[config.mk]
export PLATFORM = sky130hd
export DESIGN_NAME = buffer_fifo_param
export DESIGN_NICKNAME = d
export VERILOG_FILES = /design/src/rtl/buffer_pkg.sv /design/src/rtl/FlipFlopD_Habilitado.sv /design/src/rtl/buffer_ram_dp.sv /design/src/rtl/buffer_fifo_param.sv
export SDC_FILE = /design/constraint.sdc
export NUM_CORES = 1
export LEC_CHECK = 0
export BUFFER_PORTS_ARGS = -buffer_cell sky130_fd_sc_hd__buf_2
export CAP_MARGIN = 40
export CORE_MARGIN = 4
export CORE_UTILIZATION = 30
export DETAILED_ROUTE_END_ITERATION = 10
export HOLD_SLACK_MARGIN = 0.08
export PLACE_DENSITY_LB_ADDON = 0.05
export SLEW_MARGIN = 20
export SYNTH_ARGS = -nofsm -noshare
export SYNTH_HDL_FRONTEND = slang
export SYNTH_SLANG_ARGS = --single-unit
export TNS_END_PERCENT = 100
[constraint.sdc]
create_clock -name clk -period 3.4 [get_ports clk]
set_input_delay 0.68 -clock clk [delete_from_list [all_inputs] [get_ports clk]]
set_output_delay 0.68 -clock clk [all_outputs]
set_load 0.03 [all_outputs]
[src/rtl/buffer_pkg.sv]
// Shared constants and helpers for the buffer family (row/pixel buffers and
// buffer_fifo_param). Count width is derived here so every user of a buffer
// agrees on how wide an occupancy count is.
package buffer_pkg;

  localparam int BUF_DATA_WIDTH_DEF = 8;
  localparam int BUF_DEPTH_DEF      = 8;

  // Ceiling log2, usable in parameter expressions.
  function automatic int clog2(input int value);
    int result;
    result = 0;
    while ((1 << result) < value) result++;
    return result;
  endfunction

  // One extra bit so an occupancy count can reach DEPTH without wrapping.
  function automatic int count_width(input int depth);
    return clog2(depth) + 1;
  endfunction

endpackage

[src/rtl/FlipFlopD_Habilitado.sv]
// Generic enabled D register with asynchronous active-low reset.
module FlipFlopD_Habilitado #(
  parameter int BITS_EN_REGISTRO = 4
) (
  input  logic                        clk,
  input  logic                        reset,
  input  logic                        enable_i,
  input  logic [BITS_EN_REGISTRO-1:0] d_i,
  output logic [BITS_EN_REGISTRO-1:0] q_o
);

  // Load d_i on enabled edges, clear asynchronously.
  always_ff @(posedge clk or negedge reset) begin
    if (!reset)        q_o <= '0;
    else if (enable_i) q_o <= d_i;
  end

endmodule

[src/rtl/buffer_ram_dp.sv]
// DEPTH x DATA_WIDTH storage: synchronous write, asynchronous read.
// Contents are never reset; the FIFO pointers decide what is valid.
module buffer_ram_dp
  import buffer_pkg::*;
#(
  parameter int DATA_WIDTH = BUF_DATA_WIDTH_DEF,
  parameter int DEPTH      = BUF_DEPTH_DEF,
  parameter int AW         = clog2(DEPTH)
) (
  input  logic                  clk,
  input  logic                  we_i,
  input  logic [AW-1:0]         waddr_i,
  input  logic [DATA_WIDTH-1:0] wdata_i,
  input  logic [AW-1:0]         raddr_i,
  output logic [DATA_WIDTH-1:0] rdata_o
);

  logic [DATA_WIDTH-1:0] mem_q [DEPTH];

  // Store write data on enabled edges.
  always_ff @(posedge clk) begin
    if (we_i) mem_q[waddr_i] <= wdata_i;
  end

  assign rdata_o = mem_q[raddr_i];

endmodule

[src/rtl/buffer_fifo_param.sv]
// Parametrised FIFO buffer for the filter datapath.
// Gated write/read requests, full-range occupancy count, almost-full/empty
// flags, synchronous flush, sticky overflow/underflow and a one-cycle
// buffer_change pulse on every count change.
// Build option: define BUFFER_FIFO_FWFT_EN for show-ahead reads (head word
// presented combinationally, zero read latency); otherwise data_out is
// registered and updates on the accepting edge.
module buffer_fifo_param
  import buffer_pkg::*;
#(
  parameter int DATA_WIDTH      = BUF_DATA_WIDTH_DEF,
  parameter int DEPTH           = BUF_DEPTH_DEF,
  parameter int ALMOST_FULL_TH  = 6,
  parameter int ALMOST_EMPTY_TH = 2,
  localparam int AW             = clog2(DEPTH),
  localparam int CW             = count_width(DEPTH)
) (
  input  logic                  clk,
  input  logic                  reset,
  input  logic [DATA_WIDTH-1:0] data_in,
  input  logic                  write_req,
  input  logic                  write_en,
  input  logic                  read_req,
  input  logic                  read_en,
  input  logic                  clear,
  output logic [DATA_WIDTH-1:0] data_out,
  output logic                  data_valid,
  output logic                  fifo_full,
  output logic                  fifo_empty,
  output logic                  almost_full,
  output logic                  almost_empty,
  output logic [CW-1:0]         data_in_buffer,
  output logic                  buffer_change,
  output logic                  overflow,
  output logic                  underflow
);

  localparam logic [CW-1:0] FULL_CNT = CW'(DEPTH);
  localparam logic [CW-1:0] AF_TH    = CW'(ALMOST_FULL_TH);
  localparam logic [CW-1:0] AE_TH    = CW'(ALMOST_EMPTY_TH);

  logic                  wr, rd, wr_ok, rd_ok, ram_we;
  logic [AW-1:0]         wr_ptr_q, wr_ptr_d, rd_ptr_q, rd_ptr_d;
  logic [CW-1:0]         count_q, count_d, prev_count;
  logic                  overflow_q, overflow_d, underflow_q, underflow_d;
  logic [DATA_WIDTH-1:0] ram_rdata;

  assign wr    = write_req & write_en;
  assign rd    = read_req & read_en;
  assign rd_ok = rd & ~fifo_empty;
  // A full FIFO still takes a write when a read frees a slot on the same edge.
  assign wr_ok = wr & (~fifo_full | rd_ok);

  // Storage must not change during flush or while reset is held.
  assign ram_we = wr_ok & ~clear & reset;

  assign fifo_full      = (count_q == FULL_CNT);
  assign fifo_empty     = (count_q == '0);
  assign almost_full    = (count_q >= AF_TH);
  assign almost_empty   = (count_q <= AE_TH);
  assign data_in_buffer = count_q;
  assign overflow       = overflow_q;
  assign underflow      = underflow_q;
  assign buffer_change  = (count_q != prev_count);

  // Next-state for pointers, count and sticky errors; clear wins over traffic.
  always_comb begin
    wr_ptr_d    = wr_ptr_q;
    rd_ptr_d    = rd_ptr_q;
    count_d     = count_q;
    overflow_d  = overflow_q;
    underflow_d = underflow_q;
    if (clear) begin
      wr_ptr_d    = '0;
      rd_ptr_d    = '0;
      count_d     = '0;
      overflow_d  = 1'b0;
      underflow_d = 1'b0;
    end else begin
      if (wr_ok) wr_ptr_d = wr_ptr_q + AW'(1);
      if (rd_ok) rd_ptr_d = rd_ptr_q + AW'(1);
      count_d     = count_q + CW'(wr_ok) - CW'(rd_ok);
      overflow_d  = overflow_q | (wr & ~wr_ok);
      underflow_d = underflow_q | (rd & ~rd_ok);
    end
  end

  // Control state registers.
  always_ff @(posedge clk or negedge reset) begin
    if (!reset) begin
      wr_ptr_q    <= '0;
      rd_ptr_q    <= '0;
      count_q     <= '0;
      overflow_q  <= 1'b0;
      underflow_q <= 1'b0;
    end else begin
      wr_ptr_q    <= wr_ptr_d;
      rd_ptr_q    <= rd_ptr_d;
      count_q     <= count_d;
      overflow_q  <= overflow_d;
      underflow_q <= underflow_d;
    end
  end

  FlipFlopD_Habilitado #(
    .BITS_EN_REGISTRO (CW)
  ) u_prev_count (
    .clk      (clk),
    .reset    (reset),
    .enable_i (1'b1),
    .d_i      (count_q),
    .q_o      (prev_count)
  );

  buffer_ram_dp #(
    .DATA_WIDTH (DATA_WIDTH),
    .DEPTH      (DEPTH),
    .AW         (AW)
  ) u_ram (
    .clk     (clk),
    .we_i    (ram_we),
    .waddr_i (wr_ptr_q),
    .wdata_i (data_in),
    .raddr_i (rd_ptr_q),
    .rdata_o (ram_rdata)
  );

`ifdef BUFFER_FIFO_FWFT_EN
  // Show-ahead: head word is visible whenever something is stored.
  assign data_out   = fifo_empty ? '0 : ram_rdata;
  assign data_valid = ~fifo_empty;
`else
  logic [DATA_WIDTH-1:0] data_out_q;
  logic                  data_valid_q;

  // Capture the head word on the accepting edge; hold it otherwise.
  always_ff @(posedge clk or negedge reset) begin
    if (!reset) begin
      data_out_q   <= '0;
      data_valid_q <= 1'b0;
    end else if (clear) begin
      data_valid_q <= 1'b0;
    end else begin
      data_valid_q <= rd_ok;
      if (rd_ok) data_out_q <= ram_rdata;
    end
  end

  assign data_out   = data_out_q;
  assign data_valid = data_valid_q;
`endif

endmodule
Word-level counts from Yosys, hierarchy flattened:

Memories as Yosys holds them, arrays and structs flattened. A register that Yosys moved wholly into a read port is not among the register bits.
Cells that the tools add are included.

* RAM bits: 64
* input bits: 15
* register bits: 17
* memories kept: 1

Memories
* u_ram.mem_q: words 8, bits a word 8, read ports 1, clocked after memory_dff 1, write ports 1, line buffer_ram_dp.sv:18 `logic [DATA_WIDTH-1:0] mem_q [DEPTH];`

* add/sub/neg operators: 4
* order comparisons: 2
* mux-type cells: 10
* eq/ne operators: 2
* reductions and logical operators: 5
* bitwise operators: 16

Operator list (count)
* $mux 3: 4
* $and 1x1->1: 8
* $add 3x1->3 const B: 2
* $mux 1: 5
* $not 1->1: 5
* $add 4x1->4: 1
* $eq 4x4->1 const B: 1
* $ge 4x3->1 const B: 1
* $le 4x2->1 const B: 1
* $logic_not 4->1: 1
* $mux 4: 1
* $ne 4x4->1: 1
* $reduce_bool 2->1: 2
* $sub 4x1->4: 1
* $or 1x1->1: 3
* $reduce_and 2->1: 1
* $logic_not 1->1: 1

Longest topological paths before layout:

Gate-level depths: netlist (run 1).

* depth in word-level cells: 9
* mapped depth: 11
* mapped depth without buffers: 11

Cells and area by module:

From an unflattened synthesis (run 1), not the netlist that was laid out.

* cell total of the unflattened synthesis: 215
* area, all modules: 3827.4 sq um

By module, submodules not included
* buffer_ram_dp: area an instance 2531.2 sq um, instances 1, seq. area each 1921.8 sq um, cells each 106
* buffer_fifo_param: area an instance 1151.1 sq um, instances 1, seq. area each 525.5 sq um, cells each 101
* FlipFlopD_Habilitado: area an instance 145.1 sq um, instances 1, seq. area each 100.1 sq um, cells each 8

Worst setup path before layout (run 1):

No wires, ideal clock.

* path type: reg2reg
* from: register count_q[2] (netlist: data_in_buffer[2])
* to: memory u_ram.mem_q[1][0] (netlist bit) (enable)
* clock period less this slack: 2.644 ns
* arrival time: 2.249 ns
* slack: 0.756 ns
* setup time: 0.395 ns
* buffers on the path: 0
* cell stages (with the launch flop): 7
* cells stage by stage: dfrtp_1 inv_1 ha_1 nor3b_2 nand2_1 nand3b_1 nor4_1

* elaborated cells on any way between the ends: 11
* classes of those cells: eq/ne: 1; mux: 2; bitwise: 7; reduce/logical: 1

RTL lines
* from (decl): line buffer_fifo_param.sv:44 `logic [CW-1:0] count_q, count_d, prev_count;`
* from (signal assigned): line buffer_fifo_param.sv:99 `count_q <= count_d;`
* $eq 4x4->1: line buffer_fifo_param.sv:57 `assign fifo_full = (count_q == FULL_CNT);`
* net fifo_full: line buffer_fifo_param.sv:28 `output logic fifo_full,`
* $not 1->1: line buffer_fifo_param.sv:52 `assign wr_ok = wr & (~fifo_full | rd_ok);`
* $or 1x1->1: line buffer_fifo_param.sv:52
* $and 1x1->1: line buffer_fifo_param.sv:52
* $and 1x1->1 (2 in a row): line buffer_fifo_param.sv:55 `assign ram_we = wr_ok & ~clear & reset;`
* $mux 1: line buffer_ram_dp.sv:22 `if (we_i) mem_q[waddr_i] <= wdata_i;`
* $mux 1 (implied by the code): line buffer_ram_dp.sv:22
* to (decl): line buffer_ram_dp.sv:18

The timed path passes the listed nets, and every way through them passes these cells.

Worst setup path after layout (run 1):

* from: register count_q[2] (netlist: data_in_buffer[2])
* to: memory u_ram.mem_q[2][4] (netlist bit) (enable)

* word-level cells in the longest chain between the ends: 9
* elaborated cells on any way between the ends: 11
* classes of those cells: eq/ne: 1; mux: 2; bitwise: 7; reduce/logical: 1

Ends and longest elaborated chain
* $logic_not 4->1: line buffer_fifo_param.sv:58 `assign fifo_empty = (count_q == '0);`
* $not 1->1: line buffer_fifo_param.sv:50 `assign rd_ok = rd & ~fifo_empty;`
* $and 1x1->1: line buffer_fifo_param.sv:50
* $or 1x1->1 (*): line buffer_fifo_param.sv:52
* $and 1x1->1 (*): line buffer_fifo_param.sv:52
* $and 1x1->1 (*) (2 in a row): line buffer_fifo_param.sv:55
* $mux 1 (*): line buffer_ram_dp.sv:22
* $mux 1 (implied by the code) (*): line buffer_ram_dp.sv:22

Every way passes the cells marked *; elsewhere a longest branch is shown, timed or not.

==> results summary, run 1 <==
The worst slew slack as a fraction of its limit is 46.42%. The register-to-register setup slack is a little under 0.9 ns. The first global-routing pass estimated 13520 um of wire. The critical path depth in cells is 6. Counting every instance in the synthesized netlist gives 255. The number of placement rows is 40. The post-synthesis sequential area ratio is roughly 68%. The run finished with clean final reports. The global-route usage over all layers is 12.98%. The worst setup path is launched from a flip-flop. The arrival time at the worst endpoint is 2.49 ns. The routability-driven placement congestion ratio came out at 0.6971.

The via count of the first global-routing pass is 2265. In this run the worst hold path is classified as in2async. The initial antenna violation count is 0. For this run, the leading register cell type out of synthesis is sky130_fd_sc_hd__edfxtp_1. TritonCTS built the clock tree. Post-CTS repair changed the size of 0 cells.

The share of power burned in registers came out at around two fifths. The timing-limited maximum frequency is 396.4 MHz. Dividing the detail-routed via count by the number of cells gives 4.556. At the pin with the least slew margin, the transition time is ~0.8 ns. The total routed wirelength is 8656 um. The starting utilization of the core area came out at around 31%.

The design draws 3.285 mW. The number of warnings reported in the yosys synthesis log came out at 0. Once detail routing completed, the nets flagged for antenna violations numbered 0. The number of pins with negative max-slew slack in the final report is 0. Tracing the worst setup path back leads to its startpoint at data_in_buffer[2]$_DFF_PN0_. The clock arrives with 0.008633 ns of skew. The share of cells above drive strength 1 came out at around 24%. The number of buffer cells added on primary ports came out at 34. After clock tree synthesis, the clock-pin slew on the worst setup and hold paths is 0.07 ns. Counting flops with an async set or reset pin after synthesis yields a share of 28.09%. The mean cell area of the mapped netlist came out at 14.74 um^2. The clock network is responsible for 33.2% of the overall power.

Setup repair after global routing left no endpoint under its margin. Entering global routing, the biggest net connects 26 pins. The destination of the worst register-to-register timing path is u_ram.mem_q[2][4]$_DFFE_PP_. Across the VDD grid, the largest voltage drop is 0.2966 mV. By instance count, the leading cell after synthesis is sky130_fd_sc_hd__edfxtp_1. The final number of hold-violating endpoints is 0. The first-pass detailed-route iteration total came out at 4.

The net switching power came out at 1.019 mW. The most critical setup path has its endpoint at u_ram.mem_q[2][4]$_DFFE_PP_. The reported leakage power came out at 1.676 nW. The number of enable flip-flop cells after synthesis is 64. The final routed DRC violation total is 0.

Net switching is 31.01% of the power. Combinational cells account for 25.6% of the total power. The via count is between 2000 and 2500. STA puts the critical path data required time at between 3 and 4 ns. The number of unique standard cell types used by synthesis came out at 38. After layout, the worst path uses 74.19% of the clock period. The core occupancy in the finished layout is 37.37%. By area the synthesized netlist is led by sky130_fd_sc_hd__edfxtp_1 51%, sky130_fd_sc_hd__dfrtp_1 17%, sky130_fd_sc_hd__mux2i_1 8.5%, sky130_fd_sc_hd__a22oi_1 3.2%, sky130_fd_sc_hd__ha_1 3.0%. No sink is reached through more buffers than the 2 on the longest clock path. For the final routed database, the setup TNS stands at 0 ns.

Detailed placement ended at an HPWL of 5854 um. The register bit count reported by yosys came out at ~90. The largest single stage delay on the critical path is 0.56 ns.

The commonest cells after synthesis are 64 x sky130_fd_sc_hd__edfxtp_1, 32 x sky130_fd_sc_hd__mux2i_1, 25 x sky130_fd_sc_hd__dfrtp_1, 16 x sky130_fd_sc_hd__a22oi_1, 15 x sky130_fd_sc_hd__nor2_1. The area fraction of the dominant cell type after synthesis came out at between 50 and 60%. The number of hold-repair buffers added at the cts stage is 0.

The final critical path time including I/O delays and setup is approximately 2.5 ns. Setup violations remaining at the end of the flow were counted as 0. The count of max-cap constraint violations came out at 0. The power density over the cells came out at 722.8 mW/mm^2. The cell area after technology mapping is 0.003760 mm^2.

The horizontal die dimension came out at roughly 120 um. Walking the worst path, the cells encountered are inv_1 > ha_1 > nand3b_1 > and2_4 > or3_4 > nor3_2. Dividing the detail-routed wire length by the instance count gives 18.15 um. The number of levels in the clock H-tree is 3. The slowest stage of the critical path is the sky130_fd_sc_hd__nor3_2 cell.

The length in cells of the worst reg-to-reg path came out at 6. In this run the clock root is driven by a sky130_fd_sc_hd__clkbuf_16. Final hold analysis gives a worst-case slack of 0.3906 ns. The CTS sink count is 89.

The first-iteration detailed-routing DRC count is 136. The number of clock buffers added by TritonCTS is 9. The worst register-to-register path begins at data_in_buffer[2]$_DFF_PN0_. The capturing element type of the critical path is a flip-flop.

Of all cell types, the one taking the most synthesized area is sky130_fd_sc_hd__edfxtp_1. The die is 120.0 um tall. The internal power summed over all cells is between 2 and 2.5 mW. The number of antenna diodes in the final layout is 0. The floorplan step defined a core boundary enclosing around 0.012 mm^2. The count of buffering cells on the critical path with inverters included came out at 1.

The final net count came out at between 300 and 400. The number of top-level design ports is 35. The floorplan step defined a die boundary enclosing 0.01439 mm^2. Grouping stages by cell kind, the critical path spends the most delay in simple AND/OR/NAND/NOR gates. For this run the aggregate overflow at the end of global routing stands at 0. Once the clock tree was built, the setup fixing pass inserted 0 buffers.

The biggest fanout along the worst timing path is 8. The worst-skew pair later-pin latency came out at 0.34 ns. The setup path with the least slack is of type reg2reg.

Synthesis produced a netlist with a net count of 280. The synthesis-to-layout area growth came out at 20.87%.
==> cells in the final DEF, fill, tap and decap left out, types with 2 or more instances in the layout <==
master,n
sky130_fd_sc_hd__a21oi_1,3
sky130_fd_sc_hd__a21oi_2,2
sky130_fd_sc_hd__a22oi_1,16
sky130_fd_sc_hd__a31oi_1,2
sky130_fd_sc_hd__buf_2,34
sky130_fd_sc_hd__buf_4,13
sky130_fd_sc_hd__bufinv_16,2
sky130_fd_sc_hd__clkbuf_16,9
sky130_fd_sc_hd__clkbuf_8,2
sky130_fd_sc_hd__dfrtp_1,24
sky130_fd_sc_hd__edfxtp_1,64
sky130_fd_sc_hd__ha_1,9
sky130_fd_sc_hd__inv_1,12
sky130_fd_sc_hd__mux2i_1,32
sky130_fd_sc_hd__nand2_1,12
sky130_fd_sc_hd__nand3_1,9
sky130_fd_sc_hd__nand3b_1,3
sky130_fd_sc_hd__nand4_1,2
sky130_fd_sc_hd__nor2_1,15
sky130_fd_sc_hd__nor2b_1,4
sky130_fd_sc_hd__o21ai_0,3
sky130_fd_sc_hd__o21ai_1,8
sky130_fd_sc_hd__xnor2_1,9
==> sequential cells by signal, summed over array words and instances, names as in the netlist <==
name and cells:
underflow 1, data_out 8, rd_ptr_q 3, u_ram.mem_q 64, wr_ptr_q 3, u_prev_count.q_o 4
data_in_buffer 4, overflow 1, data_valid 1
==> routing by layer <==
layer / GRT usage (%) / part of all wire (%)
met1: 16.53 / 46
met2: 20.69 / 48
met3: 3.487 / 4.1
met4: 5.798 / 1.8
met5: 0 / 0
==> power groups by stage <==
stage | Combinational, mW | Sequential [mW] | Clock, mW
global placement | 0.818 | 1.40 | 0
floorplan | 0.504 | 1.48 | 0
detailed placement | 0.855 | 1.38 | 0
CTS | 0.859 | 1.36 | 1.12
finish | 0.842 | 1.35 | 1.09
global route | 0.927 | 1.37 | 1.17
==> cell type report <==
class | instances | area [um^2]
fillers | 1198 | 7617
flip-flops and latches | 89 | 2549
multi-input cells | 144 | 1115
repair buffers | 48 | 295.3
clock buffers | 11 | 252.7
well taps | 168 | 210.2
clock inverters | 5 | 77.57
inverters | 12 | 45.04
==> cells by family (layout without fill, tap and decap cells) <==
logic type                 after synthesis  after routing  synth area share [%]
AOI/OAI and AO/OA                       37             37                 6.556
buffers and inverters                   22             76                 2.762
muxes                                   32             32                 8.519
and+or+nand+nor                         56             56                 8.785
adders and majority gates               10             10                 3.528
xor gates and xnor gates                 9              9                 2.097
DFF                                     89             89                 67.75
==> through the flow <==
stage                     setup WS, ns  cells  cell area (um^2)
final                           0.8775    477              4544
after global routing            0.6757    477              4544
after detailed placement        0.8346    460              4207
after CTS                       0.8086    476              4537
after floorplan                 0.7564    255              3760
after global placement          0.8893    459              4179
==> worst reg2reg max path: stages, from the launching register on <==
cell	delay (ns)
sky130_fd_sc_hd__dfrtp_1	0.42
sky130_fd_sc_hd__inv_1	0.12
sky130_fd_sc_hd__ha_1	0.24
sky130_fd_sc_hd__nand3b_1	0.23
sky130_fd_sc_hd__and2_4	0.21
sky130_fd_sc_hd__or3_4	0.37
sky130_fd_sc_hd__nor3_2	0.56
==> worst min-delay path by stage <==
stage	endpoint	startpoint	slack, ns	cells after the start
after global routing	wr_ptr_q[0]$_DFFE_PN0P_	reset	0.41	2
after detailed placement	u_prev_count.q_o[2]$_DFF_PN0_	data_in_buffer[2]$_DFF_PN0_	0.47	0
after floorplan	data_in_buffer[0]$_DFF_PN0_	reset	0.38	0
after global placement	u_prev_count.q_o[2]$_DFF_PN0_	data_in_buffer[2]$_DFF_PN0_	0.46	0
after CTS	wr_ptr_q[0]$_DFFE_PN0P_	reset	0.39	2
final	overflow$_DFF_PN0_	reset	0.39	2
Note: power is estimated with default switching activity, not from simulation.
==> run 2: changes to the inputs <==
Clock period 3.4 ns to 2.1 ns, I/O delays scaled along.
==> run 2 against run 1 <==
  * Hold slack worse by 0.037 ns
  * Clock-buffer cell count decreased by 2
  * Critical endpoint is now data_in_buffer[1]$_DFF_PN0_
  * Clock power is 50% higher
  * Critical path depth rose by 3
  * Utilization rose by 1.8 points
  * Largest cell class unchanged
==> results summary, run 2 (same netlist as run 1, synthesis figures left out) <==
The post-route standard cell area excluding fillers is 0.004765 mm^2 (was 0.004544 mm^2). The arrival time at the worst endpoint came out at 2.32 ns (was 2.49 ns). The clock transition at the registers of the reported paths is 0.07 ns (about the same). The final routed DRC violation total is 0 (unchanged). The total routed wirelength came out at 8285 um (was 8656 um).

The horizontal die dimension is 120.0 um (unchanged). Run status: finished, final reports clean (unchanged). The final number of hold-violating endpoints came to 0 (unchanged). The first-pass detailed-route iteration total is 4 (unchanged).

The final-layout worst hold slack came out at 0.3539 ns (was 0.3906 ns). The non-filler instance count after layout was 492 (was 477). The minimum setup slack after placement is 0.04236 ns (was 0.8346 ns). The maximum number of pins on one net before global-route repair came to 25 (was 26). The worst-skew pair later-pin latency came out at 0.34 ns (about the same).

The biggest fanout along the worst timing path is 4 (was 8). The routability-driven placement congestion ratio came out at 0.6934 (was 0.6971). RSZ-0062 raised after global routing: yes (was no). The timing-limited maximum frequency came out at 487.4 MHz (was 396.4 MHz). The global-route usage over all layers came to 12.57% (was 12.98%). The overflow left after global routing is 0 (unchanged). The ratio of routed vias to standard cells is 4.411 (was 4.556). The classification of the worst setup path is reg2reg (unchanged). The total power is 5.410 mW (was 3.285 mW). The most utilized layer in the global route result is met2 (unchanged). The share of power burned in combinational logic is 29.9% (was 25.6%). The number of pins with negative max-slew slack in the final report was 0 (unchanged). The final setup slack of the worst path was 0.04823 ns (was 0.8775 ns).

The antenna cell count came to 0 (unchanged). The number of levels in the clock H-tree came out at 3 (unchanged). The internal power summed over all cells came out at 3.654 mW (was 2.266 mW). The number of buffer cells added on primary ports came out at 34 (unchanged).

The final net count was 344 (was 329). The maximum buffer depth of the clock tree is 2 (unchanged). The peak supply drop is 0.4714 mV (was 0.2966 mV). The measured slew at the worst slew-check pin came out at 0.4237 ns (was 0.8008 ns). The via count of the first global-routing pass is 2274 (was 2265).

The antenna violation net count after detailed routing came out at 0 (unchanged). The critical path launch point type was a flip-flop (unchanged). The power density over the cells is 1135 mW/mm^2 (was 722.8 mW/mm^2). The average wire length per cell after detail routing is 16.84 um (was 18.15 um). The number of instances in the placed design was 472 (was 460). The most common cell after layout, fill and taps aside is sky130_fd_sc_hd__edfxtp_1 (unchanged). Cell-by-cell trace of the critical path: inv_4 > ha_4 > nor3b_4 > a21oi_2 > o21ai_1 > nand2_1 > ha_2 > fa_2 > nor2b_1 (was inv_1 > ha_1 > nand3b_1 > and2_4 > or3_4 > nor3_2).

The combined area of the multi-input logic cells is 0.001207 mm^2 (was 0.001115 mm^2). The final critical path time including I/O delays and setup is 2.052 ns (was 2.523 ns). The first-iteration detailed-routing DRC count came out at 95 (was 136). The HPWL reported at the end of detailed placement is 5705 um (was 5854 um). The net switching power came to 1.756 mW (was 1.019 mW). The switching power as a share of total power is 32.47% (was 31.01%). The number of top-level design ports came to 35 (unchanged). The count of fill cells added during filler insertion is 1158 (was 1198). The CTS root buffer is sky130_fd_sc_hd__clkbuf_16 (unchanged). The height of the chip came out at 120.0 um (unchanged). The worst slew slack as a fraction of its limit came to 71.75% (was 46.42%). The number of clock buffers inserted by TritonCTS is 9 (unchanged). The CTS tree is done (unchanged). The starting utilization of the core area came out at 30.92% (unchanged). The via count is 2170 (was 2173).

The reported leakage power is 1.740 nW (was 1.676 nW). The share of cells above drive strength 1 came to 32.41% (was 24.27%). The flip-flop count of the largest register after layout is 64 (unchanged). The area of the placeable core is 0.01216 mm^2 (unchanged). The required time reported for the critical path endpoint is 2.37 ns (was 3.36 ns). The count of max-cap constraint violations came to 0 (unchanged).

The setup clock skew after layout came out at 0.006407 ns (was 0.008633 ns). The met2 routing resource usage after global routing came out at 18.23% (was 20.69%). The core occupancy in the finished layout is 39.18% (was 37.37%). The die area came out at 0.01439 mm^2 (unchanged).

The global routing met1 resource utilization is 17.99% (was 16.53%). The clock group share of total power came out at 30.1% (was 33.2%). The register area is 0.002551 mm^2 (was 0.002549 mm^2).

The number of placement rows came out at 40 (unchanged). The capturing element type of the critical path is a flip-flop (unchanged). The initial antenna violation count came out at 0 (unchanged). The share of power burned in registers came out at 40.0% (was 41.2%). The CTS sink count came out at 89 (unchanged).

Leading cell types in the layout, fill and taps excluded: 64 x sky130_fd_sc_hd__edfxtp_1, 33 x sky130_fd_sc_hd__buf_2, 32 x sky130_fd_sc_hd__mux2i_1 (was 64 x sky130_fd_sc_hd__edfxtp_1, 34 x sky130_fd_sc_hd__buf_2, 32 x sky130_fd_sc_hd__mux2i_1). The final number of setup-violating endpoints came out at 0 (unchanged). The register name with the most flops is u_ram.mem_q (unchanged). The highest cell delay on the worst timing path came out at 0.51 ns (was 0.56 ns). The worst min-delay path category is in2reg (was in2async).

The synthesis-to-layout area growth came out at 26.72% (was 20.87%). The met3 usage in global routing is 2.828% (was 3.487%). The cell at the slowest stage of the critical path is sky130_fd_sc_hd__fa_2 (was sky130_fd_sc_hd__nor3_2).

The final total negative setup slack is 0 ns (unchanged). The total cell area at the placement stage came out at 0.004389 mm^2 (was 0.004207 mm^2). The ratio of final minimum period to clock period is 97.70% (was 74.19%).

The first-pass GRT wire length came out at 13290 um (was 13520 um).
## run 2: cell count changes in the layout (fill, tap and decap cells not counted), sizes merged
cell and change:
clkbuf -1, bufinv -1, clkinv -1, buf +13, clkinvlp +1, inv +3
dlygate4sd3 +1
## run 2: power groups by stage
stage	combinational [mW]	clock, mW	sequential (mW)
final	1.62	1.63	2.16
after global routing	1.76	1.77	2.19
after CTS	1.59	1.69	2.16
after detailed placement	1.58	0	2.20
after global placement	1.59	0	2.20
after floorplan	0.874	0	2.40
## run 2: repair_timing
item,CTS,global route
resized for setup,0,6
endpoints found under the setup margin,0,33
hold buffers,1,0
buffers inserted,0,3
endpoints found under the hold margin,1,0
## run 2: metal layers
layer	vias to the layer above	wire, um
li1	1071	-
met2	22	3619
met1	1067	4329
met4	0	151
met3	10	184
met5	-	0
## run 2: worst paths after layout
path | from | end | slack (ns) | cells past startpoint
max | data_in_buffer[2]$_DFF_PN0_ | data_in_buffer[1]$_DFF_PN0_ | 0.05 | 9
min | clear | rd_ptr_q[1]$_DFFE_PN0P_ | 0.35 | 2
max reg2reg | data_in_buffer[2]$_DFF_PN0_ | data_in_buffer[1]$_DFF_PN0_ | 0.05 | 9
min reg2reg | underflow$_DFF_PN0_ | underflow$_DFF_PN0_ | 0.50 | 2
max in group asynchronous | reset | data_in_buffer[3]$_DFF_PN0_ | 1.07 | 3
min in group asynchronous | reset | data_out[6]$_DFFE_PN0P_ | 0.43 | 2
## run 2: cell type report
class	count	share of cell area (%)
Clock inverter	7	1.602
Clock buffer	9	4.727
Timing Repair Buffer	63	9.375
Multi-Input combinational cell	144	25.34
Tap cell	168	4.412
Sequential cell	89	53.55
Inverter	12	0.9979
## run 2: critical path, delay by kind of cell, from the launching register on
| kind | cells | cell delay [ns] |
|---|---|---|
| DFF | 1 | 0.42 |
| and+or+nand+nor | 3 | 0.45 |
| AOI/OAI and AO/OA | 2 | 0.20 |
| adders and majority gates | 3 | 0.83 |
| buffers and inverters | 1 | 0.09 |
==> run 3: changes to the inputs <==
Settings changed: CORE_UTILIZATION 30 to 45, PLACE_DENSITY_LB_ADDON 0.05 to 0.08.
==> run 3 against run 2 <==
  * The run now ends with negative setup slack left
  * Largest cell class unchanged
  * Highest routed layer unchanged
  * Register-to-register slack worse by 0.07 ns
  * Maximum frequency decreased by 3.5%
  * Final area decreased by 1.1%
  * Total power down 7.9%
  * Critical path depth decreased by 1
  * Hold slack got worse by 0.011 ns
  * Global-route usage increased by 4.2 points
  * Combinational power grew 2%
  * Setup slack worse by 0.075 ns
  * Clock power is 28% lower
==> results summary, run 3 (same netlist as run 1, synthesis figures left out) <==
The clock transition at the registers of the reported paths is 0.09 ns (was 0.07 ns). Leading cell types in the layout, fill and taps excluded: 64 x sky130_fd_sc_hd__edfxtp_1, 37 x sky130_fd_sc_hd__buf_4, 33 x sky130_fd_sc_hd__buf_2 (was 64 x sky130_fd_sc_hd__edfxtp_1, 33 x sky130_fd_sc_hd__buf_2, 32 x sky130_fd_sc_hd__mux2i_1). RSZ-0062 raised after global routing: yes (unchanged).

The worst-skew pair later-pin latency is 0.35 ns (was 0.34 ns). The number of instances in the placed design is 422 (was 472). The total power came to 4.981 mW (was 5.410 mW). The worst min-delay path category is in2reg (unchanged). The share of power burned in combinational logic was 33.4% (was 29.9%).

The global-route usage over all layers is 16.72% (was 12.57%). The first-pass detailed-route iteration total is 4 (unchanged). The maximum number of pins on one net before global-route repair was 23 (was 25). The maximum buffer depth of the clock tree is 2 (unchanged). The number of placement rows came to 33 (was 40).

The final critical path time including I/O delays and setup is 2.127 ns (was 2.052 ns). The height of the chip is 99.41 um (was 120.0 um). The cell at the slowest stage of the critical path is sky130_fd_sc_hd__or3_4 (was sky130_fd_sc_hd__fa_2). The net switching power is 1.643 mW (was 1.756 mW). The critical path launch point type is a flip-flop (unchanged). The number of clock buffers inserted by TritonCTS came out at 9 (unchanged).

The classification of the worst setup path is reg2reg (unchanged). The total cell area at the placement stage is 0.004408 mm^2 (was 0.004389 mm^2). The checks that failed: negative setup slack.

The total routed wirelength is 7650 um (was 8285 um). The horizontal die dimension came out at 99.41 um (was 120.0 um). The internal power summed over all cells is 3.339 mW (was 3.654 mW). The HPWL reported at the end of detailed placement came out at 5322 um (was 5705 um). The via count came out at 2245 (was 2170). The non-filler instance count after layout came out at 445 (was 492). The count of buffering cells on the critical path with inverters included is 3 (was 1). The number of buffer cells added on primary ports is 34 (unchanged). The clock group share of total power is 23.7% (was 30.1%). The starting utilization of the core area is 45.99% (was 30.92%). Run status: complete, but fails checks (was finished, final reports clean). The share of cells above drive strength 1 is 35.88% (was 32.41%).

The first-pass GRT wire length came out at 12420 um (was 13290 um). The number of levels in the clock H-tree came out at 3 (unchanged). The setup clock skew after layout came to 0.01150 ns (was 0.006407 ns). The final routed DRC violation total came out at 0 (unchanged). The final net count came out at 360 (was 344). The flip-flop count of the largest register after layout is 64 (unchanged). The ratio of routed vias to standard cells came out at 5.045 (was 4.411). The final number of hold-violating endpoints is 0 (unchanged). The count of fill cells added during filler insertion was 659 (was 1158).

The count of max-cap constraint violations was 0 (unchanged). The worst slew slack as a fraction of its limit came out at 70.59% (was 71.75%). The share of power burned in registers is 42.9% (was 40.0%). The power density over the cells is 1057 mW/mm^2 (was 1135 mW/mm^2). The kind of cell with the highest combined delay on the critical path is simple AND/OR/NAND/NOR gates (was adder cells). The antenna cell count was 0 (unchanged). The register name with the most flops was u_ram.mem_q (unchanged). The antenna violation net count after detailed routing came out at 0 (unchanged).

The reported leakage power came out at 1.768 nW (was 1.740 nW). The highest cell delay on the worst timing path came out at 0.43 ns (was 0.51 ns). The most common cell after layout, fill and taps aside is sky130_fd_sc_hd__edfxtp_1 (unchanged).

The final number of setup-violating endpoints came to 8 (was 0). The CTS root buffer is sky130_fd_sc_hd__clkbuf_8 (was sky130_fd_sc_hd__clkbuf_16). The required time reported for the critical path endpoint is 2.16 ns (was 2.37 ns). The initial antenna violation count came to 0 (unchanged).

The measured slew at the worst slew-check pin is 0.4412 ns (was 0.4237 ns). The final setup slack of the worst path is -0.02662 ns (was 0.04823 ns). The overflow left after global routing came out at 0 (unchanged).

The switching power as a share of total power is 32.98% (was 32.47%). The final-layout worst hold slack is 0.3429 ns (was 0.3539 ns). The timing-limited maximum frequency is 470.2 MHz (was 487.4 MHz).

The number of pins with negative max-slew slack in the final report came out at 0 (unchanged). The CTS tree was done (unchanged). The average wire length per cell after detail routing came to 17.19 um (was 16.84 um). The area of the placeable core is 0.008175 mm^2 (was 0.01216 mm^2). The post-route standard cell area excluding fillers is 0.004715 mm^2 (was 0.004765 mm^2). The first-iteration detailed-routing DRC count is 30 (was 95). The die area came out at 0.009881 mm^2 (was 0.01439 mm^2). The arrival time at the worst endpoint is 2.18 ns (was 2.32 ns).

The peak supply drop is 0.4573 mV (was 0.4714 mV). The CTS sink count is 89 (unchanged). The via count of the first global-routing pass is 2309 (was 2274). Cell-by-cell trace of the critical path: inv_2 > ha_4 > nand3b_1 > buf_4 > and2_4 > or3_4 > nor4_4 > buf_6 (was inv_4 > ha_4 > nor3b_4 > a21oi_2 > o21ai_1 > nand2_1 > ha_2 > fa_2 > nor2b_1). The routability-driven placement congestion ratio came out at 0.7114 (was 0.6934).

The biggest fanout along the worst timing path was 8 (was 4). The ratio of final minimum period to clock period is 101.3% (was 97.70%). The capturing element type of the critical path is a flip-flop (unchanged). The number of top-level design ports is 35 (unchanged).

The synthesis-to-layout area growth came out at 25.39% (was 26.72%).
## run 3: worst register-to-register path: cells and delay by family, from the launching register on
family	cells	cell delay, ns
adders and majority gates	1	0.15
DFF	1	0.39
buffers and inverters	3	0.39
and+or+nand+nor	4	0.91
## run 3: area by class of cell
cell class	instances	area, um^2	area share, %
tap	105	131.4	2.787
inverter	12	47.55	1.008
clock inverter	4	51.30	1.088
timing repair buffer	79	578.1	12.26
sequential	89	2552	54.14
clock buffer	12	145.1	3.079
multi-input combinational	144	1209	25.64
## run 3: worst paths after layout
check / start / to / slack (ns) / cells past startpoint
min in group asynchronous: reset / data_out[7]$_DFFE_PN0P_ / 0.53 / 3
worst max-delay path: data_in_buffer[3]$_DFF_PN0_ / u_ram.mem_q[0][4]$_DFFE_PP_ / -0.03 / 8
max in group asynchronous: reset / rd_ptr_q[0]$_DFFE_PN0P_ / 1.21 / 3
worst min-delay path: data_in[2] / u_ram.mem_q[7][2]$_DFFE_PP_ / 0.34 / 1
worst max register to register: data_in_buffer[3]$_DFF_PN0_ / u_ram.mem_q[0][4]$_DFFE_PP_ / -0.03 / 8
worst min register to register: underflow$_DFF_PN0_ / underflow$_DFF_PN0_ / 0.51 / 2
## run 3: metal layers
| layer | share of wire [%] | wire length (um) | global-route usage, % |
|---|---|---|---|
| met1 | 46 | 3531 | 22.34 |
| met2 | 49 | 3715 | 27.48 |
| met3 | 3.6 | 272 | 2.875 |
| met4 | 1.7 | 131 | 6.303 |
| met5 | 0 | 0 | 0 |
## run 3: stage by stage
stage          setup TNS [ns]  setup slack [ns]  utilization [%]
2_1_floorplan          -3.000           -0.2892                -
3_3_place_gp          -0.7080          -0.04213            53.73
3_5_place_dp           -1.003          -0.05038            53.92
4_1_cts               -0.2017          -0.03148            57.07
5_1_grt                -2.441           -0.1243            57.67
6_report              -0.1472          -0.02662            57.67
## run 3: repair_timing
item	4_1_cts	5_1_grt
pin swaps	2	6
gates resized for setup	3	9
endpoints found under the hold margin	3	0
setup endpoints to repair	26	53
hold buffers	1	0
setup buffers	4	2
## run 3: power groups by stage
stage / Sequential (mW) / Combinational (mW) / Clock, mW
5_1_grt: 2.16 / 1.82 / 1.29
3_5_place_dp: 2.18 / 1.58 / 0
2_1_floorplan: 2.40 / 0.874 / 0
3_3_place_gp: 2.17 / 1.55 / 0
6_report: 2.14 / 1.66 / 1.18
4_1_cts: 2.14 / 1.62 / 1.21
